$ cat config.mk
export PLATFORM = sky130hd
export DESIGN_NAME = fmult_accum_seq
export DESIGN_NICKNAME = d
export VERILOG_FILES = /design/src/rtl/fmult_accum_seq.sv
export SDC_FILE = /design/constraint.sdc
export NUM_CORES = 1
export LEC_CHECK = 0
export ABC_AREA = 1
export BUFFER_PORTS_ARGS = -buffer_cell sky130_fd_sc_hd__clkbuf_2
export CAP_MARGIN = 20
export CORE_AREA = 2 2 181 183
export DETAILED_ROUTE_END_ITERATION = 8
export DIE_AREA = 0 0 183 185
export PLACE_DENSITY = 0.66
export SLEW_MARGIN = 10
export SYNTH_ARGS = -nofsm -noshare
export SYNTH_HDL_FRONTEND = slang
export SYNTH_SLANG_ARGS = --single-unit
$ cat constraint.sdc
create_clock -name I_CLK -period 2.9 [get_ports I_CLK]
set_input_delay 0.29 -clock I_CLK [delete_from_list [all_inputs] [get_ports I_CLK]]
set_output_delay 0.29 -clock I_CLK [all_outputs]
set_load 0.1 [all_outputs]
$ cat src/rtl/fmult_accum_seq.sv
// fmult_accum_seq
// Time-shares one combinational FMULT across the eight ADPCM predictor
// products (B1..B6 x DQ1..DQ6, A1 x SR1, A2 x SR2). The operands are latched
// on a start request and presented one pair per cycle. The returned products
// are accumulated, and SEZ/SE are published with a one-cycle done pulse.
//
// Ports:
//   I_CLK          system clock, rising edge
//   I_RESET_N      asynchronous active-low reset
//   I_START        request, sampled only while idle
//   I128_B         B1..B6, A1, A2 (16-bit two's complement, B1 in [15:0])
//   I88_FL         DQ1..DQ6, SR1, SR2 (11-bit float, DQ1 in [10:0])
//   O16_MULT_TC    TC operand to the shared FMULT
//   O11_MULT_FL    float operand to the shared FMULT
//   I16_MULT_PROD  FMULT product, combinational from the two operands
//   O15_SEZ        zero-section estimate, registered
//   O15_SE         full signal estimate, registered
//   O_BUSY         high while products are being sequenced
//   O_DONE         one-cycle pulse when O15_SEZ/O15_SE update
module fmult_accum_seq (
  input  logic         I_CLK,
  input  logic         I_RESET_N,
  input  logic         I_START,
  input  logic [127:0] I128_B,
  input  logic [87:0]  I88_FL,
  output logic [15:0]  O16_MULT_TC,
  output logic [10:0]  O11_MULT_FL,
  input  logic [15:0]  I16_MULT_PROD,
  output logic [14:0]  O15_SEZ,
  output logic [14:0]  O15_SE,
  output logic         O_BUSY,
  output logic         O_DONE
);

  localparam logic [0:0] ST_IDLE = 1'b0;
  localparam logic [0:0] ST_MUL  = 1'b1;

  logic [0:0]   state;
  logic [2:0]   idx;
  logic [15:0]  acc;
  logic [15:0]  sezi;
  logic [127:0] b_reg;
  logic [87:0]  fl_reg;
  logic [14:0]  sez_reg;
  logic [14:0]  se_reg;
  logic         done_reg;

  logic [15:0]  sum;
  logic [6:0]   tc_base;
  logic [6:0]   fl_base;

  // Running sum including the product of the pair currently on the bus.
  // It wraps modulo 2^16 and does not saturate.
  assign sum = acc + I16_MULT_PROD;

  // Bit offsets of the selected operand pair inside the latched buses.
  // The largest offsets (112 and 77) still fit in 7 bits.
  assign tc_base = {idx, 4'b0000};
  assign fl_base = idx * 7'd11;

  // The operand mux feeds the FMULT directly. It is forced to zero while
  // idle so that the shared multiplier sees quiet inputs.
  always_comb begin
    O16_MULT_TC = 16'd0;
    O11_MULT_FL = 11'd0;
    if (state == ST_MUL) begin
      O16_MULT_TC = b_reg[tc_base +: 16];
      O11_MULT_FL = fl_reg[fl_base +: 11];
    end
  end

  assign O_BUSY  = (state == ST_MUL);
  assign O_DONE  = done_reg;
  assign O15_SEZ = sez_reg;
  assign O15_SE  = se_reg;

  // Sequencer. The idle state accepts a start and latches the operands.
  // The MUL state accumulates one product per cycle. The zero-section
  // partial sum is snapshotted after the sixth product. The final product
  // publishes both estimates, halved by dropping bit 0 of the sums.
  always_ff @(posedge I_CLK or negedge I_RESET_N) begin
    if (!I_RESET_N) begin
      state    <= ST_IDLE;
      idx      <= 3'd0;
      acc      <= 16'd0;
      sezi     <= 16'd0;
      b_reg    <= 128'd0;
      fl_reg   <= 88'd0;
      sez_reg  <= 15'd0;
      se_reg   <= 15'd0;
      done_reg <= 1'b0;
    end else begin
      done_reg <= 1'b0;
      case (state)
        ST_IDLE: begin
          if (I_START) begin
            b_reg  <= I128_B;
            fl_reg <= I88_FL;
            acc    <= 16'd0;
            idx    <= 3'd0;
            state  <= ST_MUL;
          end
        end
        ST_MUL: begin
          acc <= sum;
          idx <= idx + 3'd1;
          if (idx == 3'd5) begin
            sezi <= sum;
          end
          if (idx == 3'd7) begin
            sez_reg  <= sezi[15:1];
            se_reg   <= sum[15:1];
            done_reg <= 1'b1;
            state    <= ST_IDLE;
          end
        end
        default: state <= ST_IDLE;
      endcase
    end
  end

endmodule

==> impl_metrics.csv, run 1 <==
group,metric,value,unit
grt,grt_overflow,0,
worst_setup_path,setup.worst_path.start_class,"flop",
sta,fin_ws,0.1400,ns
run,drv_cap,0,
synthesis,synth_area,13790,sq um
sta,fin_tns_setup,0,ns
sta,post-route-min-period,2.760,ns
floorplanning,core,32040,sq um
synthesis,synth_seq_cells,282,
sta,tightest_slew,0.7842,ns
final_layout,drive_above_1_share,33.09,%
synthesis,ys_seq_area_share,51.19,%
worst_setup_path,crit_chain,"buf_6, o21ai_0, o22ai_1, nand3_1, nand2_1, buf_12",
route,vias,11510,
floorplanning,dieArea,33860,sq um
grt,grtUsageTotal,24.71,%
pwr,powerDensity,1392,nW/um^2
clocking,cts.htree.levels,1,
worst_setup_path,end_kind,"primary output",
sta,maxSlewHeadroom,47.72,%
route,vias_per_cell,5.199,
worst_setup_path,r2r-start,"O_BUSY",
sta,hold_ws,0.1174,ns
clocking,cts-root-buf,"clkbuf_16",
synthesis,avgSynthCellArea,10.72,sq um
place,place_ws,0.6208,ns
worst_setup_path,crit_family,"buffers and inverters",
grt,grt_pass1_vias,12110,
route,ant_nets,0,
route,drt_first_iter_violations,779,
status,outcome,"finished, final reports clean",
sta,rsz0062_at_grt,"no",
sta,fin_crit_sh,95.17,%
route,avgRoutedWirePerCell,18.98,um
grt,antenna_found_initial,5,
clocking,clock_sinks,282,
worst_setup_path,slowest_delay,0.58,ns
sta,finalHoldViolations,0,
floorplanning,chipHeight,185,um
route,wirelength,42030,um
floorplanning,initial_utilization,43.03,%
synthesis,yosysUniqueCellTypes,32,
route,route.detailed.drc,0,
min_path,hp-class,"in2reg",
sta,slew_viol_final,0,
sta,fmax,362.3,MHz
worst_setup_path,crit_slowest_cell,"dfrtp_4",
clocking,worstSkewPairLatency,0.57,ns
route,drtPass1Iterations,5,
worst_setup_path,crit_fanout,56,
sta,setup_viol,0,
clocking,cts_setup_buffers,0,
worst_setup_path,critPathArrivalTime,2.47,ns
grt,grt_max_degree,89,
min_path,hold_start,"I16_MULT_PROD[0]",
final_layout,post-route-util,60.16,%
clocking,cts_tree,"built",
floorplanning,row_count,66,
final_layout,largest_reg_flops,128,
place,place_hpwl,26720,um
worst_setup_path,critical_path_required,2.61,ns
worst_setup_path,crit_type,"reg2out",
final_layout,fin_nets,2034,
place,gp_congestion,0.8806,
floorplanning,die_w,183,um
floorplanning,pin_count,294,
worst_setup_path,path_buf_inv,2,
clocking,path_clk_slew,0.06,ns
clocking,cts_buffers,31,
place,portBuffers,293,
sta,clock_skew,0.01696,ns
synthesis,ys.warnings.count,0,
worst_setup_path,critPathLaunch,"idx[0]",
clocking,cts_buffer_depth,3,
final_layout,synthToLayoutAreaGrowth,39.83,%
pwr,p_leak,9.706,nW
grt,grt_pass1_wl,65650,um
synthesis,synth_cells,1286,
pwr,ir_worst_vdd,1452,uV
synthesis,syn_nets,1540,
[power by group]
part / leakage (nW) / switching [mW] / internal (mW)
logic: 5.85 / 9.65 / 5.94
registers: 3.38 / 1.36 / 5.98
clock network: 0.480 / 1.60 / 2.31
[final timing paths]
check                                      end  slack, ns  cells past startpoint
worst max-delay path            O16_MULT_TC[0]       0.14                      6
worst min-delay path                    acc[0]       0.12                      3
worst max register to register      fl_reg[53]       0.66                      4
worst min register to register      O15_SEZ[2]       0.47                      2
max in group asynchronous           O15_SEZ[9]       1.71                      3
min in group asynchronous            b_reg[69]       0.33                      2
[cell type report]
class | instances | area, sq um
antenna | 8 | 20.02
clock buffer | 40 | 849.6
clock inverter | 11 | 141.4
fill | 2587 | 12760
inverter | 48 | 188.9
multi-input combinational | 880 | 6098
sequential | 282 | 7063
tap | 408 | 510.5
timing repair buffer | 537 | 4405
[per-stage QoR]
step           instance area [sq um]  power (mW)  cells
6_report                       19280       26.83   2214
2_1_floorplan                  13790       18.04   1286
5_1_grt                        19270       28.27   2211
4_1_cts                        19240       26.73   2206
3_3_place_gp                   16070       22.27   1938
3_5_place_dp                   16070       22.51   1938
[worst reg2reg max path, stage by stage, from the launching register on]
cell and delay, ns:
dfrtp_2 0.80, inv_4 0.18, nand2_8 0.44, buf_12 0.32, mux2_2 0.38
[per-layer routing]
| layer | GRT usage [%] | wire length, um | vias up |
|---|---|---|---|
| met5 | 0 | 0 | - |
| met4 | 8.640 | 1397 | 0 |
| met3 | 3.893 | 2187 | 102 |
| met2 | 42.67 | 20690 | 428 |
| met1 | 31.65 | 17750 | 5642 |
| li1 | - | - | 5339 |
[synthesized netlist by cell type, drive strengths merged]
master / count / share of area [%]
xor2: 3 / 0.19
a22o: 1 / 0.064
clkbuf: 29 / 0.79
o22ai: 55 / 2.5
xnor2: 4 / 0.25
buf: 47 / 2.6
inv: 48 / 1.3
nand4: 1 / 0.045
nand3: 60 / 2.2
o21ai: 128 / 4.6
mux2: 216 / 21
dfrtp: 282 / 51
nor3: 3 / 0.11
or2: 2 / 0.091
ha: 18 / 1.6
nor2: 120 / 3.3
nand3b: 3 / 0.16
and2: 1 / 0.045
a21oi: 7 / 0.25
fa: 1 / 0.15
nand2: 257 / 7.1
[cells by family (layout without fill, tap and decap cells)]
logic type	count (synthesis)	in the layout	share of synthesized area, %
AO/OA/AOI/OAI	191	191	7.460
XOR/XNOR	7	7	0.4447
adder cells (fa/ha/maj)	19	19	1.779
buffers and inverters	124	636	4.683
flip-flops	282	282	51.19
multiplexers	216	216	21.46
other	0	8	0
AND/OR/NAND/NOR	447	447	12.99
[placed cells by master, fill, tap and decap left out, types with 2 or more instances in the layout]
master	Yosys	final
a21oi_1	7	7
buf_12	0	38
buf_4	5	13
buf_6	17	3
bufinv_16	0	3
clkbuf_1	29	5
clkbuf_16	0	31
clkbuf_2	0	265
clkbuf_8	0	4
clkinv_2	0	5
clkinvlp_4	0	3
dfrtp_1	282	279
dfrtp_2	0	2
diode_2	0	8
dlygate4sd3_1	0	217
ha_1	18	18
inv_1	42	42
inv_2	4	3
inv_6	0	2
mux2_2	76	76
mux2_4	140	140
nand2_1	255	255
nand3_1	60	60
nand3b_1	3	3
nor2_1	119	119
nor3_1	3	3
o21ai_0	127	127
o22ai_1	55	54
xnor2_1	4	4
xor2_1	3	3
[repair_timing]
item                                   CTS  global route
setup endpoints to repair                0            19
endpoints found under the hold margin  296             0
resized for setup                        0             6
hold buffers                           217             0
(Power assumes the default switching activity.)
==> run 2, diff against run 1 <==
==> constraint.sdc (replaced) <==
create_clock -name I_CLK -period 2.9 [get_ports I_CLK]
set_input_delay 0.29 -clock I_CLK [delete_from_list [all_inputs] [get_ports I_CLK]]
set_output_delay 0.29 -clock I_CLK [all_outputs]
set_load 0.01 [all_outputs]
==> impl_metrics.csv, run 2 (synthesis gave the netlist of run 1 again) <==
group,metric,value,unit
final_layout,post-route-util,58.63,%
sta,fmax,370.9,MHz
route,vias_per_cell,5.166,
clocking,path_clk_slew,0.06,ns
grt,grt_overflow,0,
final_layout,fin_nets,2029,
sta,clock_skew,0.02779,ns
pwr,powerDensity,1103,nW/um^2
floorplanning,initial_utilization,43.03,%
min_path,hp-class,"in2reg",
final_layout,n_fill_cell,2576,
grt,grt_pass1_vias,11920,
sta,finalHoldViolations,0,
place,gp_congestion,0.8566,
place,portBuffers,293,
worst_setup_path,crit_type,"reg2out",
clocking,cts_tree,"built",
worst_setup_path,crit_fanout,53,
sta,maxSlewHeadroom,57.30,%
final_layout,drive_above_1_share,33.06,%
final_layout,largest_reg_flops,128,
run,drv_cap,0,
clocking,clock_sinks,282,
final_layout,final_cell_mix,"292 x clkbuf_2, 279 x dfrtp_1, 255 x nand2_1",
worst_setup_path,critical_path_required,2.61,ns
worst_setup_path,rrSetupSlack,0.79,ns
clocking,cts.htree.levels,1,
worst_setup_path,critPathArrivalTime,2.41,ns
status,outcome,"finished, final reports clean",
sta,setup_viol,0,
sta,hold_ws,0.1273,ns
route,drtPass1Iterations,4,
route,drt_first_iter_violations,535,
clocking,cts-root-buf,"clkbuf_16",
pwr,p_leak,9.555,nW
route,wirelength,41060,um
clocking,cts_buffer_depth,3,
final_layout,mostFrequentLayoutCell,"clkbuf_2",
final_layout,synthToLayoutAreaGrowth,36.28,%
route,ant_nets,0,
worst_setup_path,setup.worst_path.start_class,"flop",
sta,fin_tns_setup,0,ns
sta,tightest_slew,0.6405,ns
floorplanning,core,32040,sq um
sta,fin_crit_sh,92.98,%
floorplanning,pin_count,294,
grt,grt_max_degree,74,
grt,grt_pass1_wl,64600,um
clocking,worstSkewPairLatency,0.58,ns
grt,grtUsageTotal,24.22,%
sta,slew_viol_final,0,
sta,post-route-min-period,2.696,ns
grt,antenna_found_initial,4,
floorplanning,die_w,183,um
route,avgRoutedWirePerCell,18.56,um
pwr,power,20.72,mW
sta,rsz0062_at_grt,"no",
floorplanning,chipHeight,185,um
route,vias,11430,
worst_setup_path,end_kind,"primary output",
pwr,ir_worst_vdd,626.1,uV
floorplanning,row_count,66,
clocking,cts_buffers,31,
floorplanning,dieArea,33860,sq um
route,route.detailed.drc,0,
place,place_hpwl,25610,um
[run 2: cell count changes in the layout (fill, tap and decap cells not counted), sizes merged]
cell | before | now
diode | 8 | 4
buf | 55 | 23
clkinv | 5 | 10
bufinv | 3 | 2
inv | 48 | 49
clkinvlp | 3 | 2
clkbuf | 305 | 335
[run 2: critical path: stages, from the launching register on]
cell and delay [ns]:
dfrtp_4 0.51, inv_6 0.31, buf_4 0.30, o21ai_0 0.13, o22ai_1 0.22, nand3_1 0.13, nand2_1 0.10, clkbuf_2 0.13
[run 2: layout make-up]
type	count	area (sq um)	area share, %
Antenna cell	4	10.01	0.05328
Clock buffer	43	880.8	4.689
Clock inverter	15	137.6	0.7326
Multi-Input combinational cell	880	6092	32.43
Tap cell	408	510.5	2.717
Timing Repair Buffer	532	3905	20.79
Inverter	48	187.7	0.9990
Sequential cell	282	7063	37.60
[run 2: through the flow]
stage | std cells | setup WS [ns] | instance area [sq um]
6_report | 2212 | 0.2036 | 18790
5_1_grt | 2212 | 0.08547 | 18790
4_1_cts | 2207 | 0.08362 | 18760
3_5_place_dp | 1933 | 0.7012 | 15580
3_3_place_gp | 1933 | 0.7158 | 15580
2_1_floorplan | 1286 | 1.186 | 13790
[run 2: path summary, 6_finish.rpt]
kind | startpoint | endpoint | cells past startpoint
max reg2reg | idx[1] | O15_SE[8] | 7
min reg2reg | sezi[5] | O15_SEZ[4] | 2
min | I16_MULT_PROD[0] | acc[0] | 3
max in group asynchronous | I_RESET_N | sezi[11] | 3
min in group asynchronous | I_RESET_N | b_reg[105] | 2
max | idx[0] | O11_MULT_FL[4] | 7
[run 2: repair_timing]
item                       in CTS  in global routing
setup endpoints to repair       0                  7
setup buffers                   0                  0
hold endpoints to repair      277                  1
resized for setup               0                  2
hold buffers                  216                  1
[run 2: per-layer routing]
layer  up-vias  global-route usage (%)  share of wire, %
met5         -                       0                 0
li1       5334                       -                 -
met1      5552                   31.89                43
met4         0                   8.352               3.4
met2       452                   41.02                48
met3        90                   3.559               5.4
[run 2: where the power goes]
| group | internal, mW | total, mW | switching, mW |
|---|---|---|---|
| clock network | 2.29 | 3.95 | 1.66 |
| logic | 4.53 | 9.56 | 5.03 |
| registers | 5.98 | 7.20 | 1.23 |
